$ cat config.mk
export PLATFORM = sky130hd
export DESIGN_NAME = grant_lock_arbiter
export DESIGN_NICKNAME = d
export VERILOG_FILES = /design/src/rtl/grant_lock_arbiter.sv
export SDC_FILE = /design/constraint.sdc
export NUM_CORES = 1
export LEC_CHECK = 0
export BUFFER_PORTS_ARGS = -buffer_cell sky130_fd_sc_hd__buf_2
export CORE_AREA = 2 2 168 170
export CTS_BUF_LIST = sky130_fd_sc_hd__clkbuf_8
export DETAILED_ROUTE_END_ITERATION = 7
export DIE_AREA = 0 0 170 172
export PLACE_DENSITY = 0.33
export SLEW_MARGIN = 20
export SYNTH_ARGS = -nofsm -noshare
export SYNTH_HDL_FRONTEND = slang
export SYNTH_SLANG_ARGS = --single-unit
$ cat constraint.sdc
create_clock -name clk -period 1.4 [get_ports clk]
set_input_delay 0.07 -clock clk [delete_from_list [all_inputs] [get_ports clk]]
set_output_delay 0.07 -clock clk [all_outputs]
set_load 0.02 [all_outputs]
$ cat src/rtl/grant_lock_arbiter.sv
// Two-requester grant channel arbiter that holds the channel for the full
// four beats of a multibeat grant. Define GRANT_ARB_ROUND_ROBIN_EN for round-robin, else fixed priority.
module grant_lock_arbiter (
    input  logic         clk,
    input  logic         reset,

    input  logic         io_in_0_valid,
    output logic         io_in_0_ready,
    input  logic [1:0]   io_in_0_bits_addr_beat,
    input  logic [1:0]   io_in_0_bits_client_xact_id,
    input  logic [3:0]   io_in_0_bits_manager_xact_id,
    input  logic         io_in_0_bits_is_builtin_type,
    input  logic [3:0]   io_in_0_bits_g_type,
    input  logic [127:0] io_in_0_bits_data,

    input  logic         io_in_1_valid,
    output logic         io_in_1_ready,
    input  logic [1:0]   io_in_1_bits_addr_beat,
    input  logic [1:0]   io_in_1_bits_client_xact_id,
    input  logic [3:0]   io_in_1_bits_manager_xact_id,
    input  logic         io_in_1_bits_is_builtin_type,
    input  logic [3:0]   io_in_1_bits_g_type,
    input  logic [127:0] io_in_1_bits_data,

    output logic         io_out_valid,
    input  logic         io_out_ready,
    output logic [1:0]   io_out_bits_addr_beat,
    output logic [1:0]   io_out_bits_client_xact_id,
    output logic [3:0]   io_out_bits_manager_xact_id,
    output logic         io_out_bits_is_builtin_type,
    output logic [3:0]   io_out_bits_g_type,
    output logic [127:0] io_out_bits_data,

    output logic         io_chosen,
    output logic         io_locked
);

    typedef enum logic [0:0] {
        ST_IDLE   = 1'b0,
        ST_LOCKED = 1'b1
    } state_t;

    state_t     state_r;
    state_t     state_nxt_s;
    logic [1:0] beat_cnt_r;
    logic [1:0] beat_cnt_nxt_s;
    logic       lock_idx_r;
    logic       lock_idx_nxt_s;
    logic       arb_idx_s;
    logic       chosen_s;
    logic       out_valid_s;
    logic       fire_s;

    // Builtin GrantData (4) and non-builtin Data (1) carry a full cache line.
    function automatic logic is_multibeat(input logic builtin, input logic [3:0] g_type);
        return (builtin && (g_type == 4'h4)) || (!builtin && (g_type == 4'h1));
    endfunction

`ifdef GRANT_ARB_ROUND_ROBIN_EN
    logic last_grant_r;

    // Round-robin winner among valid inputs while unlocked.
    always_comb begin
        arb_idx_s = 1'b0;
        if (io_in_0_valid && io_in_1_valid) begin
            arb_idx_s = ~last_grant_r;
        end else if (io_in_1_valid) begin
            arb_idx_s = 1'b1;
        end else if (io_in_0_valid) begin
            arb_idx_s = 1'b0;
        end else begin
            arb_idx_s = ~last_grant_r;
        end
    end

    // Last-grant history advances only on beats accepted while unlocked.
    always_ff @(posedge clk) begin
        if (reset) begin
            last_grant_r <= 1'b1;
        end else if (fire_s && (state_r == ST_IDLE)) begin
            last_grant_r <= chosen_s;
        end else begin
            last_grant_r <= last_grant_r;
        end
    end
`else
    // Fixed-priority winner while unlocked: input 0 first.
    always_comb begin
        arb_idx_s = 1'b0;
        if (io_in_0_valid) begin
            arb_idx_s = 1'b0;
        end else if (io_in_1_valid) begin
            arb_idx_s = 1'b1;
        end else begin
            arb_idx_s = 1'b0;
        end
    end
`endif

    // Select the driving requester and form the accepted-beat strobe.
    always_comb begin
        chosen_s = 1'b0;
        if (reset) begin
            chosen_s = 1'b0;
        end else if (state_r == ST_LOCKED) begin
            chosen_s = lock_idx_r;
        end else begin
            chosen_s = arb_idx_s;
        end
        out_valid_s = (!reset) && (chosen_s ? io_in_1_valid : io_in_0_valid);
        fire_s      = out_valid_s && io_out_ready;
    end

    // State, beat counter and lock index registers.
    always_ff @(posedge clk) begin
        if (reset) begin
            state_r    <= ST_IDLE;
            beat_cnt_r <= 2'd0;
            lock_idx_r <= 1'b0;
        end else begin
            state_r    <= state_nxt_s;
            beat_cnt_r <= beat_cnt_nxt_s;
            lock_idx_r <= lock_idx_nxt_s;
        end
    end

    // Next-state logic; nothing moves without an accepted output beat.
    always_comb begin
        state_nxt_s    = state_r;
        beat_cnt_nxt_s = beat_cnt_r;
        lock_idx_nxt_s = lock_idx_r;
        case (state_r)
            ST_IDLE: begin
                if (fire_s && is_multibeat(io_out_bits_is_builtin_type, io_out_bits_g_type)) begin
                    state_nxt_s    = ST_LOCKED;
                    beat_cnt_nxt_s = 2'd1;
                    lock_idx_nxt_s = chosen_s;
                end else begin
                    state_nxt_s    = ST_IDLE;
                    beat_cnt_nxt_s = 2'd0;
                end
            end
            ST_LOCKED: begin
                if (fire_s && (beat_cnt_r == 2'd3)) begin
                    state_nxt_s    = ST_IDLE;
                    beat_cnt_nxt_s = 2'd0;
                end else if (fire_s) begin
                    beat_cnt_nxt_s = beat_cnt_r + 2'd1;
                end else begin
                    beat_cnt_nxt_s = beat_cnt_r;
                end
            end
            default: begin
                state_nxt_s    = ST_IDLE;
                beat_cnt_nxt_s = 2'd0;
            end
        endcase
    end

    // Output logic: unregistered flow-through of the chosen requester.
    always_comb begin
        io_out_valid  = out_valid_s;
        io_chosen     = chosen_s;
        io_locked     = (!reset) && (state_r == ST_LOCKED);
        io_in_0_ready = (!reset) && (chosen_s == 1'b0) && io_out_ready;
        io_in_1_ready = (!reset) && (chosen_s == 1'b1) && io_out_ready;
        if (chosen_s) begin
            io_out_bits_addr_beat       = io_in_1_bits_addr_beat;
            io_out_bits_client_xact_id  = io_in_1_bits_client_xact_id;
            io_out_bits_manager_xact_id = io_in_1_bits_manager_xact_id;
            io_out_bits_is_builtin_type = io_in_1_bits_is_builtin_type;
            io_out_bits_g_type          = io_in_1_bits_g_type;
            io_out_bits_data            = io_in_1_bits_data;
        end else begin
            io_out_bits_addr_beat       = io_in_0_bits_addr_beat;
            io_out_bits_client_xact_id  = io_in_0_bits_client_xact_id;
            io_out_bits_manager_xact_id = io_in_0_bits_manager_xact_id;
            io_out_bits_is_builtin_type = io_in_0_bits_is_builtin_type;
            io_out_bits_g_type          = io_in_0_bits_g_type;
            io_out_bits_data            = io_in_0_bits_data;
        end
    end

endmodule
# Yosys cells after proc, flatten, opt, wreduce, memory -nomap -nowiden
# Index checks and enable logic that the tools add are counted.
[op_classes]
add_sub_neg = 1
eq_ne = 4
mux = 18
n_bitwise = 2
reduce_logical = 15
[ops]
columns = ["op", "count"]
rows = [
  ["2-to-1 mux 128 bit", 1],
  ["logical AND 1 bit", 11],
  ["2-to-1 mux 1 bit", 9],
  ["2-to-1 mux 2 bit", 4],
  ["2-to-1 mux 4 bit", 2],
  ["== test 4 x 1 -> 1 bit, second input constant", 1],
  ["== test 4 x 3 -> 1 bit, second input constant", 1],
  ["one-hot mux 2 bit (2 select lines)", 1],
  ["inequality test 3 x 1 -> 1 bit, second input constant", 1],
  ["adder 2 x 1 -> 2 bit, second input constant", 1],
  ["== test 2 bit, second input constant", 1],
  ["zero test 1 bit", 2],
  ["inverter 1 bit", 2],
  ["one-hot mux 1 bit (2 select lines)", 1],
  ["AND reduction 2 bit", 1],
  ["logical OR 1 bit", 1],
]
[totals]
regBits = 4
in_bits = 287
out_inout_bits = 146
wordCells = 43

# Logic depth before layout (Yosys ltp)
[logic_depth]
ltp_word = 11
ltp_mapped = 9
depth_no_buf = 5

# Worst setup path before layout
# Ideal clock, no wire load.
[synth_path]
kind = "register to output"
start = "register state_r"
end = "output port io_out_bits_data[113]"
t_arrival_ns = 1.621
required_time_ns = 1.330
slack_ns = -0.291
stages_incl_launch_ff = 9
n_path_buf = 3
cell_sequence = "dfxtp_1 buf_6 or3b_1 a21o_1 buf_4 inv_6 buf_2 nand2_1 nand2_1"
[synth_between]
elab_chain_len = 3
[synth_lines]
columns = ["element", "line", "source"]
rows = [
  ["from (decl)", "43", "state_t state_r;"],
  ["from (signal assigned)", "121", "state_r <= state_nxt_s;"],
  ["2-to-1 mux 1 bit", "105", "end else if (state_r == ST_LOCKED) begin"],
  ["2-to-1 mux 1 bit", "103", "if (reset) begin"],
  ["net io_chosen", "34", "output logic io_chosen,"],
  ["2-to-1 mux 128 bit", "167", "if (chosen_s) begin"],
  ["to (decl)", "32", "output logic [127:0] io_out_bits_data,"],
]
# The timed path passes the listed nets, and every way through them passes these cells.

# Final worst setup path
[layout_path]
start = "register state_r"
end = "output port io_out_bits_data[85]"
[layout_between]
elab_chain_len = 3
[layout_lines]
columns = ["element", "line"]
rows = [
  ["2-to-1 mux 1 bit", "105"],
  ["2-to-1 mux 1 bit", "103"],
  ["2-to-1 mux 128 bit", "167"],
]
# No other way between the ends.

==> results.md <==
- CP Max Fanout: 70
- Hold WC Path Type: input port to flip-flop
- DRT iter0 DRCs: 150
- Vias in the first global route: 4467
- Detail Placement HPWL: 14900 µm
- WL/cell: 13.8 µm
- Reg2Reg Setup Slack: -0.21 ns
- Power Density: 409 nW/µm²
- Worst R2R Path Depth: 6
- DIE HEIGHT: 172 µm
- Clk_skew: 0.00319 ns
- Actual slew at the worst max-slew pin: 0.345 ns
- Multi-input logic area: 2470 µm²
- Max VDD drop: 0.150 mV
- WP data arrival: 1.84 ns
- Failing checks: negative setup slack
- Die area: 29200 µm²
- FF/Latch Area: 81.3 µm²
- Cell taking the most area after synthesis: nand2_1
- Most frequent cells in the layout: buf_2 (352), nand2_1 (235), nand2_2 (167), buf_6 (63), buf_4 (41)
- Post-CTS Hold Buffers: 0
- Ports: 433
- Initial Utilization: 0.0781
- Lkg Pwr: 0.00360 µW
- DRC: 0
- Final Hold Viols: 0
- Max Root-Sink Buffers: 2
- Via density: 3.59
- Core Region: 27500 µm²
- Total CTS buffers: 3
- CP startpoint: state_r
- Asr flop ratio synth: 0
- Setup Viol. Count Final: 146
- Reg-to-Reg Start: state_r
- #FFs+latches synth: 4
- Post-synth EDFFs: 0
- Dominant cells by area after synthesis: nand2_1 (75%), buf_6 (4.2%), buf_2 (4.0%)
- Pre-CTS WS: -0.366 ns
- Diodes inserted: 0
- Layout area overhead: 187%
- H-tree lvl count: 1
- Final period utilization: 1.36
- Setup TNS: -64.27 ns
- Final global-route overflow total: 0
- Die Wd: 170 µm
- CP required: 1.33 ns
- Number of antenna violations at the first check in global routing: 2
- Post-synth top area share: 0.746
- Worst-Skew Late Latency: 0.22 ns
- Max Fclk: 524 MHz
- Syn Area/Cell: 4.30 µm²
- First-pass GRT wire length: 24200 µm
- Post-synthesis cell type count: 33
- Fraction of layout instances using a drive strength above 1: 0.717
- Post-synthesis sequential area ratio: 0.0373
- Port bufs: 432
- CTS tree: done
- Max Slew Vio Count: 0
- Main synth FF type: dfxtp_1
- Critical setup path kind: flip-flop to primary output
- Cells after Synth: 499
- Crit end category: primary output
- Final worst-path setup slack: -0.509 ns
- GP Congestion: 0.769
- Clk Tree Root Cell: clkbuf_8
- HP Start: reset
- Ys Warns: 0
- Detailed Route WL: 17800 µm
- Tmin final: 1.91 ns
- Hold Path Stages: 2
- Fillcell total: 3182
- RSZ-0062 raised after global routing: true
- Critical Path Source Type: flip-flop
- Clk slew on worst S/H paths: 0.03 ns
- Nets@finish: 1233
- Final ANT Viol Nets: 0
- Rel. slew slack: 0.770
- Most common library cell in the layout ignoring fill and taps: buf_2
- Detailed Routing Iterations Pass 1: 4
- Sink Count: 4
- Via count: 4625
- Max-Cap Viols: 0
- Largest net degree at the start of global routing: 71
- Status: finished, violations left
- Syn Nets: 787
- Cell Rows: 61
- Overall Global Routing Usage: 0.107
- Post-synthesis cell area: 2140 µm²
[through the flow]
step | std cells | hold slack [ns] | total power (µW) | area (µm²) | util
6_report | 1289 | 0.108 | 2520 | 6150 | 0.224
5_1_grt | 1289 | 0.113 | 2710 | 6150 | 0.224
4_1_cts | 1287 | 0.119 | 2460 | 5860 | 0.213
3_5_place_dp | 1279 | 0.345 | 2000 | 5360 | 0.195
3_3_place_gp | 1279 | 0.350 | 2010 | 5360 | 0.195
2_1_floorplan | 499 | 0.139 | 1110 | 2680 | -
[worst paths after layout]
| check | endpoint |
|---|---|
| worst min-delay path | state_r |
| worst max-delay path | io_out_bits_data[85] |
| worst min register to register | beat_cnt_r[1] |
| worst max register to register | beat_cnt_r[0] |
[worst max-delay path, stage by stage, from the launching register on]
cell,delay [ns]
dfxtp_2,0.31
or3b_4,0.37
a21o_4,0.28
buf_12,0.20
nand2_1,0.17
nand2_2,0.07
buf_2,0.16
[cell type report]
class / instances / share of cell area
Timing Repair Buffer: 472 / 0.504
Multi-Input combinational cell: 460 / 0.401
Tap cell: 346 / 0.0703
Sequential cell: 4 / 0.0132
Clock buffer: 3 / 0.00671
Inverter: 3 / 0.00386
Timing Repair inverter: 1 / 0.00142
[state kept, by name, indices dropped and copies added, names as in the netlist]
register    count
beat_cnt_r      2
lock_idx_r      1
state_r         1
[power by group]
group          internal (µW)  switching [µW]  leakage (µW)
Sequential               115           0.303     0.0000327
Clock                    184            65.9     0.0000216
Combinational            995            1160       0.00355
[kinds of logic after synthesis]
kind of cell,share of synthesized area
AOI/OAI and AO/OA,0.0368
adders and majority gates,0.00583
buffers and inverters,0.109
DFF,0.0373
and+or+nand+nor,0.812
[timing repair]
item | CTS | global route
resized for setup | 115 | 92
buffers inserted | 2 | 2
pin swaps | 4 | 13
setup endpoints to repair | 147 | 148
gates cloned | 3 | 1
endpoints found under the hold margin | 0 | 0
[metal layers]
metal	global-route usage	vias up	share of wire
met5	0	-	0.00090
li1	-	2392	-
met2	0.212	262	0.53
met4	0.0100	2	0.0034
met3	0.0217	7	0.085
met1	0.122	1962	0.38
[cell usage after synthesis, types with 2 or more instances]
| cell type | instances |
|---|---|
| or3b_1 | 2 |
| nand3b_1 | 3 |
| buf_6 | 8 |
| buf_2 | 17 |
| nor2_1 | 3 |
| nand2_1 | 426 |
| nand2b_1 | 4 |
| clkbuf_1 | 3 |
| inv_1 | 2 |
| buf_1 | 2 |
| o21ai_0 | 3 |
| dfxtp_1 | 4 |
| a21oi_1 | 2 |
(Power assumes the default switching activity.)
